==> src/rtl/w2_row_sched_if.sv <==
// Source-side row fetch stream for w2_row_sched.
// The source is the master: it drives src_valid/src_data and sees src_row/src_ready.
interface w2_row_sched_if #(
  parameter int DW = 16,
  parameter int RW = 8
);
  logic [RW-1:0] src_row;
  logic          src_valid;
  logic          src_ready;
  logic [DW-1:0] src_data;

  modport master (
    input  src_row,
    input  src_ready,
    output src_valid,
    output src_data
  );

  modport slave (
    output src_row,
    output src_ready,
    input  src_valid,
    input  src_data
  );
endinterface

==> src/rtl/w2_row_sched.sv <==
// w2_row_sched: row scheduler for the layer-2 weight memory.
// Fetches NUM_ROWS rows of ROW_LEN words over a valid/ready stream, writes
// them into row banks and presents each filled bank to the MAC array.
// Build option: define W2_PINGPONG_EN for two alternating banks; left
// undefined, a single bank is used and fetch/consume never overlap.
module w2_row_sched #(
  parameter int NUM_ROWS = 200,
  parameter int ROW_LEN  = 10,
  parameter int DW       = 16,
  parameter int RW       = 8,
  parameter int CW       = 4
) (
  input  logic          clk,
  input  logic          reset,
  input  logic          start,
  output logic          weight2_loadNextRow,
  w2_row_sched_if.slave src,
  output logic          wr_en,
  output logic          wr_bank,
  output logic [CW-1:0] wr_addr,
  output logic [DW-1:0] wr_data,
  output logic          row_valid,
  output logic          rd_bank,
  input  logic          consume,
  output logic          busy,
  output logic          done
);

  typedef enum logic [2:0] {
    S_IDLE,
    S_ISSUE,
    S_FILL,
    S_WAIT,
    S_DRAIN
  } state_t;

  // Row counters carry one extra bit so they can reach NUM_ROWS without wrapping.
  localparam logic [RW:0]   NR       = (RW+1)'(NUM_ROWS);
  localparam logic [CW-1:0] LAST_WRD = CW'(ROW_LEN - 1);

  state_t        state_q, state_d;
  logic [RW:0]   fetch_idx_q, fetch_idx_d;
  logic [RW:0]   cons_idx_q, cons_idx_d;
  logic [CW-1:0] word_cnt_q, word_cnt_d;
  logic [1:0]    full_q, full_d;
  logic          rd_bank_q, rd_bank_d;
  logic [RW-1:0] src_row_q, src_row_d;
  logic          src_ready_q, src_ready_d;
  logic          ld_q, ld_d;
  logic          busy_q, busy_d;
  logic          done_q, done_d;
  logic          wr_en_q, wr_en_d;
  logic          wr_bank_q, wr_bank_d;
  logic [CW-1:0] wr_addr_q, wr_addr_d;
  logic [DW-1:0] wr_data_q, wr_data_d;

  logic hs;
  logic last_word;
  logic fill_pend;
  logic cons_acc;
  logic fill_bank;
  logic next_bank;

  assign hs        = (state_q == S_FILL) && src_ready_q && src.src_valid;
  assign last_word = (word_cnt_q == LAST_WRD);
  // The full flag trails the last registered write by one cycle, so a bank
  // whose final word is still in the write register counts as occupied.
  assign fill_pend = wr_en_q && (wr_addr_q == LAST_WRD);
  assign cons_acc  = consume && row_valid;

`ifdef W2_PINGPONG_EN
  assign fill_bank = src_row_q[0];
  assign next_bank = fetch_idx_q[0];
`else
  assign fill_bank = 1'b0;
  assign next_bank = 1'b0;
`endif

  function automatic logic bank_free(input logic b);
    return !full_q[b] && !(fill_pend && (wr_bank_q == b));
  endfunction

  // Next-state logic for the fill FSM, bank flags, counters and outputs.
  always_comb begin
    state_d     = state_q;
    fetch_idx_d = fetch_idx_q;
    cons_idx_d  = cons_idx_q;
    word_cnt_d  = word_cnt_q;
    full_d      = full_q;
    rd_bank_d   = rd_bank_q;
    src_row_d   = src_row_q;
    done_d      = 1'b0;
    wr_en_d     = hs;
    wr_bank_d   = wr_bank_q;
    wr_addr_d   = wr_addr_q;
    wr_data_d   = wr_data_q;

    case (state_q)
      S_IDLE: begin
        if (start && !busy_q) begin
          state_d     = S_ISSUE;
          fetch_idx_d = '0;
          cons_idx_d  = '0;
          rd_bank_d   = 1'b0;
          full_d      = '0;
        end
      end
      S_ISSUE: begin
        word_cnt_d = '0;
        state_d    = S_FILL;
      end
      S_FILL: begin
        if (hs) begin
          word_cnt_d = word_cnt_q + 1'b1;
          if (last_word) begin
            fetch_idx_d = fetch_idx_q + 1'b1;
            if (fetch_idx_d == NR) begin
              state_d = S_DRAIN;
`ifdef W2_PINGPONG_EN
            end else if (bank_free(!fill_bank)) begin
              state_d = S_ISSUE;
`endif
            end else begin
              state_d = S_WAIT;
            end
          end
        end
      end
      S_WAIT: begin
        if (bank_free(next_bank)) state_d = S_ISSUE;
      end
      S_DRAIN: begin
        if (cons_idx_q == NR) begin
          state_d = S_IDLE;
          done_d  = 1'b1;
        end
      end
      default: state_d = S_IDLE;
    endcase

    if (hs) begin
      wr_bank_d = fill_bank;
      wr_addr_d = word_cnt_q;
      wr_data_d = src.src_data;
    end

    // Fill completion and consume touch different banks, so both may apply.
    if (fill_pend) full_d[wr_bank_q] = 1'b1;
    if (cons_acc) begin
      full_d[rd_bank_q] = 1'b0;
      cons_idx_d        = cons_idx_q + 1'b1;
`ifdef W2_PINGPONG_EN
      rd_bank_d         = !rd_bank_q;
`endif
    end

    ld_d = (state_d == S_ISSUE);
    if (state_d == S_ISSUE) src_row_d = fetch_idx_d[RW-1:0];
    src_ready_d = (state_d == S_FILL);
    busy_d      = (state_d != S_IDLE) || done_d;
  end

  // State and output registers; reset aborts any pass in progress.
  always_ff @(posedge clk or negedge reset) begin
    if (!reset) begin
      state_q     <= S_IDLE;
      fetch_idx_q <= '0;
      cons_idx_q  <= '0;
      word_cnt_q  <= '0;
      full_q      <= '0;
      rd_bank_q   <= 1'b0;
      src_row_q   <= '0;
      src_ready_q <= 1'b0;
      ld_q        <= 1'b0;
      busy_q      <= 1'b0;
      done_q      <= 1'b0;
      wr_en_q     <= 1'b0;
      wr_bank_q   <= 1'b0;
      wr_addr_q   <= '0;
      wr_data_q   <= '0;
    end else begin
      state_q     <= state_d;
      fetch_idx_q <= fetch_idx_d;
      cons_idx_q  <= cons_idx_d;
      word_cnt_q  <= word_cnt_d;
      full_q      <= full_d;
      rd_bank_q   <= rd_bank_d;
      src_row_q   <= src_row_d;
      src_ready_q <= src_ready_d;
      ld_q        <= ld_d;
      busy_q      <= busy_d;
      done_q      <= done_d;
      wr_en_q     <= wr_en_d;
      wr_bank_q   <= wr_bank_d;
      wr_addr_q   <= wr_addr_d;
      wr_data_q   <= wr_data_d;
    end
  end

  assign weight2_loadNextRow = ld_q;
  assign src.src_row         = src_row_q;
  assign src.src_ready       = src_ready_q;
  assign wr_en               = wr_en_q;
  assign wr_bank             = wr_bank_q;
  assign wr_addr             = wr_addr_q;
  assign wr_data             = wr_data_q;
  assign row_valid           = full_q[rd_bank_q];
  assign rd_bank             = rd_bank_q;
  assign busy                = busy_q;
  assign done                = done_q;

endmodule

==> src/flat_wrapper.sv <==
// flat-port wrapper written by rule: the top's interface ports become plain ports
module w2_row_sched_flat 
#(
  parameter int NUM_ROWS = 200,
  parameter int ROW_LEN  = 10,
  parameter int DW       = 16,
  parameter int RW       = 8,
  parameter int CW       = 4
)
  (clk, reset, start, weight2_loadNextRow, wr_en, wr_bank, wr_addr, wr_data, row_valid, rd_bank, consume, busy, done, src_src_row, src_src_ready, src_src_valid, src_src_data);
  w2_row_sched_if #(.DW(DW), .RW(RW)) src_i ();
  input  logic clk;
  input  logic reset;
  input  logic start;
  output logic weight2_loadNextRow;
  output logic wr_en;
  output logic wr_bank;
  output logic [CW-1:0] wr_addr;
  output logic [DW-1:0] wr_data;
  output logic row_valid;
  output logic rd_bank;
  input  logic consume;
  output logic busy;
  output logic done;
  output wire logic [$bits(src_i.src_row)-1:0] src_src_row;
  output wire logic [$bits(src_i.src_ready)-1:0] src_src_ready;
  input wire logic [$bits(src_i.src_valid)-1:0] src_src_valid;
  input wire logic [$bits(src_i.src_data)-1:0] src_src_data;
  assign src_src_row = src_i.src_row;
  assign src_src_ready = src_i.src_ready;
  assign src_i.src_valid = src_src_valid;
  assign src_i.src_data = src_src_data;
  w2_row_sched #(.NUM_ROWS(NUM_ROWS), .ROW_LEN(ROW_LEN), .DW(DW), .RW(RW), .CW(CW)) u_core (.clk(clk), .reset(reset), .start(start), .weight2_loadNextRow(weight2_loadNextRow), .src(src_i), .wr_en(wr_en), .wr_bank(wr_bank), .wr_addr(wr_addr), .wr_data(wr_data), .row_valid(row_valid), .rd_bank(rd_bank), .consume(consume), .busy(busy), .done(done));
endmodule
==> config.mk <==
export PLATFORM = sky130hd
export DESIGN_NAME = w2_row_sched_flat
export DESIGN_NICKNAME = d
export VERILOG_FILES = /design/src/rtl/w2_row_sched_if.sv /design/src/rtl/w2_row_sched.sv /design/src/flat_wrapper.sv
export SDC_FILE = /design/constraint.sdc
export NUM_CORES = 1
export LEC_CHECK = 0
export BUFFER_PORTS_ARGS = -buffer_cell sky130_fd_sc_hd__buf_2
export CAP_MARGIN = 10
export CORE_MARGIN = 5
export CORE_UTILIZATION = 23
export DETAILED_ROUTE_END_ITERATION = 10
export GPL_TIMING_DRIVEN = 0
export PLACE_DENSITY = 0.49
export RECOVER_POWER = 50
export SYNTH_ARGS = -nofsm -noshare
export SYNTH_HDL_FRONTEND = slang
export SYNTH_SLANG_ARGS = --single-unit
==> constraint.sdc <==
create_clock -name clk -period 2.57 [get_ports clk]
set_input_delay 0.3855 -clock clk [delete_from_list [all_inputs] [get_ports clk]]
set_output_delay 0.3855 -clock clk [all_outputs]
set_load 0.03 [all_outputs]
---- Word-level counts from Yosys, hierarchy flattened ----
Index checks and enable logic that the tools add are counted.
storage, ports and cells
  bits in registers ....................... 60
  input bits .............................. 21
  output and inout port bits .............. 36
  logic and storage cells ................. 75
operators by class
  $add $sub $neg .......................... 3
  equal/unequal tests ..................... 13
  multiplexer cells ....................... 22
  reduce and logical (&&, ||, !) cells .... 22
operators by type and width
  operator                                             count
  two-way mux 9 bit                                    6
  adder 9 x 1 -> 9 bit, second input constant          2
  equality test 9 x 8 -> 1 bit, second input constant  2
  two-way mux 3 bit                                    6
  one-hot mux 9 bit (2 select lines)                   1
  one-hot mux 3 bit (5 select lines)                   1
  equality test 3 x 2 -> 1 bit, second input constant  3
  nonzero test 3 bit                                   3
  equality test 4 bit, second input constant           2
  one-hot mux 4 bit (2 select lines)                   1
  nonzero test 2 bit                                   4
  equality test 3 x 1 -> 1 bit, second input constant  2
  logical AND 1 bit                                    6
  != test 2 x 1 -> 1 bit, second input constant        3
  AND reduction 2 bit                                  3
  adder 4 x 1 -> 4 bit, second input constant          1
  two-way mux 1 bit                                    4
  two-way mux 2 bit                                    2
  two-way mux 4 bit                                    1
  AND reduction 4 bit                                  1
  equality test 3 bit, second input constant           1
  logical NOT 1 bit                                    3
  logical NOT 3 bit                                    1
  logical OR 1 bit                                     1

---- Longest topological paths before layout ----
Gate-level depths: netlist of run 1.
  word-level depth ........................ 8
  gate-level depth with buffers ........... 7
  mapped depth without buffers ............ 6

---- Least setup slack after synthesis of run 1 ----
No wires, ideal clock.
  path type ............................... register to register
  start point ............................. register u_core.busy_q (netlist: u_core.busy)
  end point ............................... register u_core.src_row_q[0] (netlist: u_core.src.src_row[0])
  setup time .............................. 125 ps
  data arrival time ....................... 1899 ps
  required time ........................... 2445 ps
  slack ................................... 546 ps
  cell stages (with the launch flop) ...... 6
  buffers on the path ..................... 0
  period minus slack after synthesis ...... 2024 ps
  path through ............................ dfrtp_1 or4b_4 nor2_1 nor2_1 inv_2 mux2_2
on the way
  word-level cells in the longest chain between the ends .. 5
  elaborated cells between the ends (all ways) .. 7
  classes of those cells .................. 1 x eq/ne; 4 x mux; 2 x reduce/logical
RTL lines
  what                                line                 RTL
  from (decl)                         w2_row_sched.sv:50   logic busy_q, busy_d;
  from (signal assigned)              w2_row_sched.sv:191  busy_q <= busy_d;
  logical NOT 1 bit                   w2_row_sched.sv:100  if (start && !busy_q) begin
  logical AND 1 bit                   w2_row_sched.sv:100
  two-way mux 3 bit                   w2_row_sched.sv:100
  one-hot mux 3 bit (5 select lines)  w2_row_sched.sv:98   case (state_q)
  equality test 3 x 1 -> 1 bit        --
  via u_core.ld_d                     w2_row_sched.sv:49   logic ld_q, ld_d;
  to (signal assigned)                w2_row_sched.sv:188  src_row_q <= src_row_d;
  to (decl)                           w2_row_sched.sv:47   logic [RW-1:0] src_row_q, src_row_d;
The timed path passes the listed nets, and every way through them passes these cells. The select of a mux whose other input is x is not followed.
A chain may end at the register's enable or synchronous reset.

---- Worst setup path in the final report of run 1 ----
  start point ............................. register u_core.state_q[1]
  end point ............................... register u_core.src_row_q[0] (netlist: u_core.src.src_row[0])
on the way
  word-level cells in the longest chain between the ends .. 6
  elaborated cells between the ends (all ways) .. 16
  classes of those cells .................. 5 x eq/ne; 8 x mux; 3 x reduce/logical
RTL lines
  what                                    line                                    RTL
  from (decl)                             w2_row_sched.sv:41                      state_t state_q, state_d;
  from (signal assigned)                  w2_row_sched.sv:182                     state_q <= state_d;
  equality test 3 x 2 -> 1 bit            w2_row_sched.sv:64, w2_row_sched.sv:98
  logical AND 1 bit (2 in series)         w2_row_sched.sv:64                      assign hs = (state_q == S_FILL) && src_ready_q && src.src_valid;
  two-way mux 3 bit                       w2_row_sched.sv:113                     if (hs) begin
  one-hot mux 3 bit (5 select lines) (*)  w2_row_sched.sv:98
  equality test 3 x 1 -> 1 bit (*)        --
  via u_core.ld_d                         w2_row_sched.sv:49
Mark *: on every way through the listed nets, which the timed path passes. The rest lies on a longest branch. The select of a mux whose other input is x is not followed.

==> results of run 1 <==
cell usage after synthesis (3+ instances only):
master,n
nand2_1,76
dfrtp_1,59
nand3_1,16
o21ai_0,16
nor2_1,14
clkbuf_1,8
nor3_1,8
a21oi_1,6
and3_1,6
inv_1,6
ha_1,5
o31ai_1,5
a31oi_1,4
nand4_1,4
a32o_1,3
and2_1,3
mux2_2,3
nand2b_1,3
nand4b_1,3
o21bai_1,3
cell families after synthesis:
logic type               after synthesis  synth area share
AO/OA/AOI/OAI                         54             0.131
XOR/XNOR                               4            0.0125
adder cells (fa/ha/maj)                5            0.0223
buffers and inverters                 19            0.0312
flip-flops                            59             0.526
multiplexers                           6            0.0245
other                                  1           0.00134
AND/OR/NAND/NOR                      148             0.251
flip-flops by register name, summed over array words and instances (netlist names):
name / count
u_core.wr_data: 16
u_core.weight2_loadNextRow: 1
u_core.cons_idx_q: 9
u_core.busy: 1
u_core.done: 1
u_core.wr_en: 1
u_core.word_cnt_q: 4
u_core.full_q: 1
u_core.src.src_ready: 1
u_core.src.src_row: 8
u_core.wr_addr: 4
u_core.state_q: 3
u_core.fetch_idx_q: 9
path summary, 6_finish.rpt:
kind / end / slack [ns] / cells after the start
setup / recovery: u_core.src.src_row[0] / 0.29 / 5
hold / removal: u_core.wr_data[11] / 0.25 / 3
setup reg to reg: u_core.src.src_row[0] / 0.29 / 5
hold reg to reg: u_core.wr_data[5] / 0.47 / 2
max in group asynchronous: u_core.wr_data[8] / 1.25 / 1
min in group asynchronous: u_core.cons_idx_q[4] / 0.43 / 1
power breakdown:
group          internal, mW  switching [mW]
clock network         0.702           0.404
registers              1.14           0.149
logic                 0.317           0.787
metrics by stage:
stage	cell area (um^2)	cells
after floorplan	2810	297
after global placement	3270	498
after detailed placement	3290	499
after CTS	3560	515
after global routing	3540	515
final	3540	515
what timing repair did:
action | CTS | global route
hold buffers | 0 | 0
setup endpoints to repair | 0 | 4
resized for setup | 0 | 1
critical path: cells and delay by family, from the launching register on:
kind,cells,cell delay [ns]
simple gates,3,1.16
flops,1,0.46
mux,1,0.35
buf+inv,1,0.18
area by class of cell:
type	count	area, um^2
buffer	12	61.3
clock inverter	2	10.0
fill	1278	8470
timing repair buffer	55	268
tap	147	184
inverter	7	26.3
clock buffer	14	264
sequential	59	1480
multi-input combinational	219	1250
layer usage:
| metal | track usage | vias up | part of all wire |
|---|---|---|---|
| li1 | - | 1174 | - |
| met1 | 0.142 | 1110 | 0.50 |
| met2 | 0.155 | 58 | 0.43 |
| met3 | 0.0267 | 14 | 0.050 |
| met4 | 0.0531 | 0 | 0.022 |
| met5 | 0 | - | 0 |
==> impl_metrics.toml, run 1 <==
[global_route]
grt_start_max_net_pins = 34
grt_pass1_vias = 2402
grt_pass1_wl_um = 12200
antenna_found_initial = 0
overflow = 0
grtUsageTotal = 0.105

[power_and_ir_drop]
power_mw = 3.50
leakagePower_nw = 1.69
ir_drop_mv = 0.384
power_density_nw_per_um2 = 988

[cts]
cts_tree = "built"
cts_buffers = 9
clkTransAtPathRegs_ns = 0.05
cts.sinks = 59
cts-root-buf = "clkbuf_16"
htreeDepth = 3
clockBufferDepth = 2
clock_latency_ns = 0.32
post-cts-setup-buffers = 0

[timing]
worst_pin_slew_ns = 1.52
finalCriticalPeriod_ns = 2.28
drv_slew = 27
finalSetupTns_ns = 0
fin_worst_skew_ns = 0.00219
rsz0062_at_grt = "no"
final_hold_viol_count = 0
fin_crit_sh = 0.886
setup_slack_ns = 0.294
whs_ns = 0.251
relSlewSlack = -0.0148
final-setup-viol-count = 0
max_clock_freq_ghz = 0.439

[yosys]
synth_edf_count = 0
avgSynthCellArea_um2 = 9.49
yosysUniqueCellTypes = 56
netlist_instances = 296
yosysTopAreaCellShare = 0.526
synth_seq_area_share = 0.526
ys_ff_latch = 59
ys_async_sr_fraction = 1.00
yosysWarningCount = 0
syn_area_um2 = 2810
synth_top_area_cell = "dfrtp_1"
synth_top_flop_cell = "dfrtp_1"
synth_area_leaders = "dfrtp_1 (53%), nand2_1 (10%), nand3_1 (2.9%), o21ai_0 (2.9%), ha_1 (2.2%)"

[setup_path]
cp.arrival_ns = 2.48
end_kind = "register"
path_cells = "or4b_4 > nor2_2 > nor2_1 > inv_2 > mux2_2"
startpoint = "u_core.state_q[1]"
cpMaxStageDelayCell = "or4b_4"
cp-start-kind = "register"
max_stage_delay_ns = 0.62
crit_type = "register to register"
path_max_fanout = 9
timing.rr.start = "u_core.state_q[1]"
critPathRequiredTime_ns = 2.78

[routing]
detail-route-antenna-nets = 0
first_pass_iters = 4
drt-initial-drc-count = 63
detail_route.drc_violations = 0
vias = 2356
wl_um = 7030
routedWlPerCell_um = 13.6
routed_via_density = 4.57

[die]
fp.dieH_um = 120
start_util = 0.234
die-area_um2 = 14500
ios = 57
fp.dieW_um = 120
num_rows = 40
core_um2 = 12000

[finish]
final_util = 0.295
layout-drive-gt1-share = 0.174
syn_to_final_growth_pct = 26.1
num_antenna_cells = 0
final_cell_mix = "nand2_1 (76), dfrtp_1 (59), buf_2 (37)"
finalNetCount = 389
layout_commonest_cell = "nand2_1"

[run]
drv_cap = 1

[placement]
gp_congestion = 0.781
portBuffers = 54
post-place-ws_ns = 0.0572
place_hpwl_um = 5140

[hold_path]
hold_start = "src_src_data[11]"
min_path_type = "input port to register"

[run_status]
status = "complete, but fails checks"
violations = "capacitance limit, slew limit"
Power figures use the tool's default switching activity.
==> run 2: changes to the inputs <==
--- a/config.mk
+++ b/config.mk
@@ -9,9 +9,10 @@
 export CAP_MARGIN = 10
 export CORE_MARGIN = 5
 export CORE_UTILIZATION = 23
+export CTS_CLUSTER_SIZE = 14
 export DETAILED_ROUTE_END_ITERATION = 10
 export GPL_TIMING_DRIVEN = 0
-export PLACE_DENSITY = 0.49
+export PLACE_DENSITY_LB_ADDON = 0.25
 export RECOVER_POWER = 50
 export SYNTH_ARGS = -nofsm -noshare
 export SYNTH_HDL_FRONTEND = slang
==> run 2 against run 1 <==
  * The run still ends with capacitance limit, slew limit left
  * Total power is 5.5% higher
  * Via count up 0.76%
  * Critical path type unchanged
  * Largest cell class unchanged
  * Cell count is the same
  * Global-route usage is 0.21 points lower
==> impl_metrics.toml, run 2 (synthesized netlist as in run 1, its figures left out) <==
[run_status]
status = "complete, but fails checks"
violations = "capacitance limit, slew limit"

[placement]
dp_cells = 499
gp_congestion = 0.859
post-place-ws_ns = 0.0440
portBuffers = 54
place_hpwl_um = 5180

[setup_path]
path_buf_inv = 1
r2r_cells = 5
worstSetupPathDepth = 5
rrSetupSlack_ns = 0.31
path_delay_family = "simple AND/OR/NAND/NOR gates"
cp.arrival_ns = 2.47
cp-start-kind = "register"
startpoint = "u_core.state_q[1]"
path_cells = "or4b_4 > nor2_2 > nor2_1 > inv_2 > mux2_2"
end_kind = "register"
crit_end = "u_core.src.src_row[2]"
critPathRequiredTime_ns = 2.78
reg2reg_to = "u_core.src.src_row[2]"
timing.rr.start = "u_core.state_q[1]"
max_stage_delay_ns = 0.61
crit_type = "register to register"
path_max_fanout = 9
cpMaxStageDelayCell = "or4b_4"

[power_and_ir_drop]
power_density_nw_per_um2 = 1030
power_mw = 3.69
leakagePower_nw = 1.72
ir_drop_mv = 0.385

[routing]
first_pass_iters = 4
routed_via_density = 4.61
wl_um = 7030
drt-initial-drc-count = 57
routedWlPerCell_um = 13.7
vias = 2374
detail_route.drc_violations = 0
detail-route-antenna-nets = 0

[die]
fp.dieW_um = 120
num_rows = 40
fp.dieH_um = 120
die-area_um2 = 14500
start_util = 0.234
ios = 57
core_um2 = 12000

[finish]
syn_to_final_growth_pct = 28.0
fin_cells = 515
layout_commonest_cell = "nand2_1"
final_util = 0.299
largest_reg_flops = 16
layout-drive-gt1-share = 0.185
final_cell_mix = "nand2_1 (76), dfrtp_1 (59), buf_2 (38)"
num_antenna_cells = 0
finalNetCount = 389

[timing]
fin_worst_skew_ns = 0.00534
fin_crit_sh = 0.880
relSlewSlack = -0.309
drv_slew = 35
finalCriticalPeriod_ns = 2.26
max_clock_freq_ghz = 0.442
worst_pin_slew_ns = 1.96
setup_slack_ns = 0.308
finalSetupTns_ns = 0
rsz0062_at_grt = "no"
final-setup-viol-count = 0
final_hold_viol_count = 0

[global_route]
overflow = 0
grt_start_max_net_pins = 36
antenna_found_initial = 0
grtUsageTotal = 0.103
grt_pass1_wl_um = 11900
grt_pass1_vias = 2426

[hold_path]
min_path_type = "input port to register"

[cts]
cts.sinks = 59
postCtsHoldBufs = 0
cts-root-buf = "clkbuf_16"
cts_tree = "built"
clock_latency_ns = 0.33
clockBufferDepth = 2
htreeDepth = 3
clkTransAtPathRegs_ns = 0.05
cts_buffers = 9

[run]
drv_cap = 1
==> run 2: cell type report <==
| cell class | count | area (um^2) |
|---|---|---|
| fillers | 1311 | 8420 |
| flip-flops and latches | 59 | 1480 |
| multi-input cells | 219 | 1250 |
| repair buffers | 55 | 269 |
| clock buffers | 11 | 253 |
| well taps | 147 | 184 |
| clock inverters | 5 | 75.1 |
| plain buffers | 12 | 61.3 |
| inverters | 7 | 26.3 |
==> run 2: how the worst min path moves through the flow <==
stage | startpoint | to | slack [ns] | depth (start not counted)
floorplan | reset | u_core.busy | 0.09 | 0
global placement | u_core.wr_data[15] | u_core.wr_data[15] | 0.46 | 2
detailed placement | u_core.wr_data[14] | u_core.wr_data[14] | 0.46 | 2
CTS | reset | u_core.cons_idx_q[5] | 0.19 | 1
global route | src_src_data[8] | u_core.wr_data[8] | 0.24 | 3
finish | src_src_data[8] | u_core.wr_data[8] | 0.25 | 3
==> run 2: worst register-to-register path, delay by kind of cell (launching register included) <==
family,cells,cell delay (ns)
and+or+nand+nor,3,1.16
muxes,1,0.35
DFF,1,0.45
buffers and inverters,1,0.18
==> run 2: report_power, final <==
group / internal, mW / leakage, nW / total [mW] / switching [mW]
combinational: 0.322 / 0.764 / 1.11 / 0.783
clock: 0.895 / 0.165 / 1.30 / 0.404
sequential: 1.14 / 0.786 / 1.29 / 0.148
==> run 2: metal layers <==
metal,vias up,wire [um],GRT usage
li1,1181,-,-
met1,1139,3220,0.126
met2,40,3320,0.165
met3,14,299,0.0229
met4,0,194,0.0637
met5,-,0,0
==> run 2: metrics by stage <==
stage / hold slack, ns / cell area [um^2]
after floorplan: 0.0899 / 2810
after global placement: 0.457 / 3270
after detailed placement: 0.457 / 3290
after CTS: 0.186 / 3610
after global routing: 0.237 / 3590
final: 0.246 / 3590
==> run 2: what timing repair did <==
| item | in CTS | in global routing |
|---|---|---|
| buffers inserted | 0 | 0 |
| hold endpoints to repair | 0 | 0 |
| resized for setup | 0 | 1 |
| endpoints found under the setup margin | 0 | 4 |
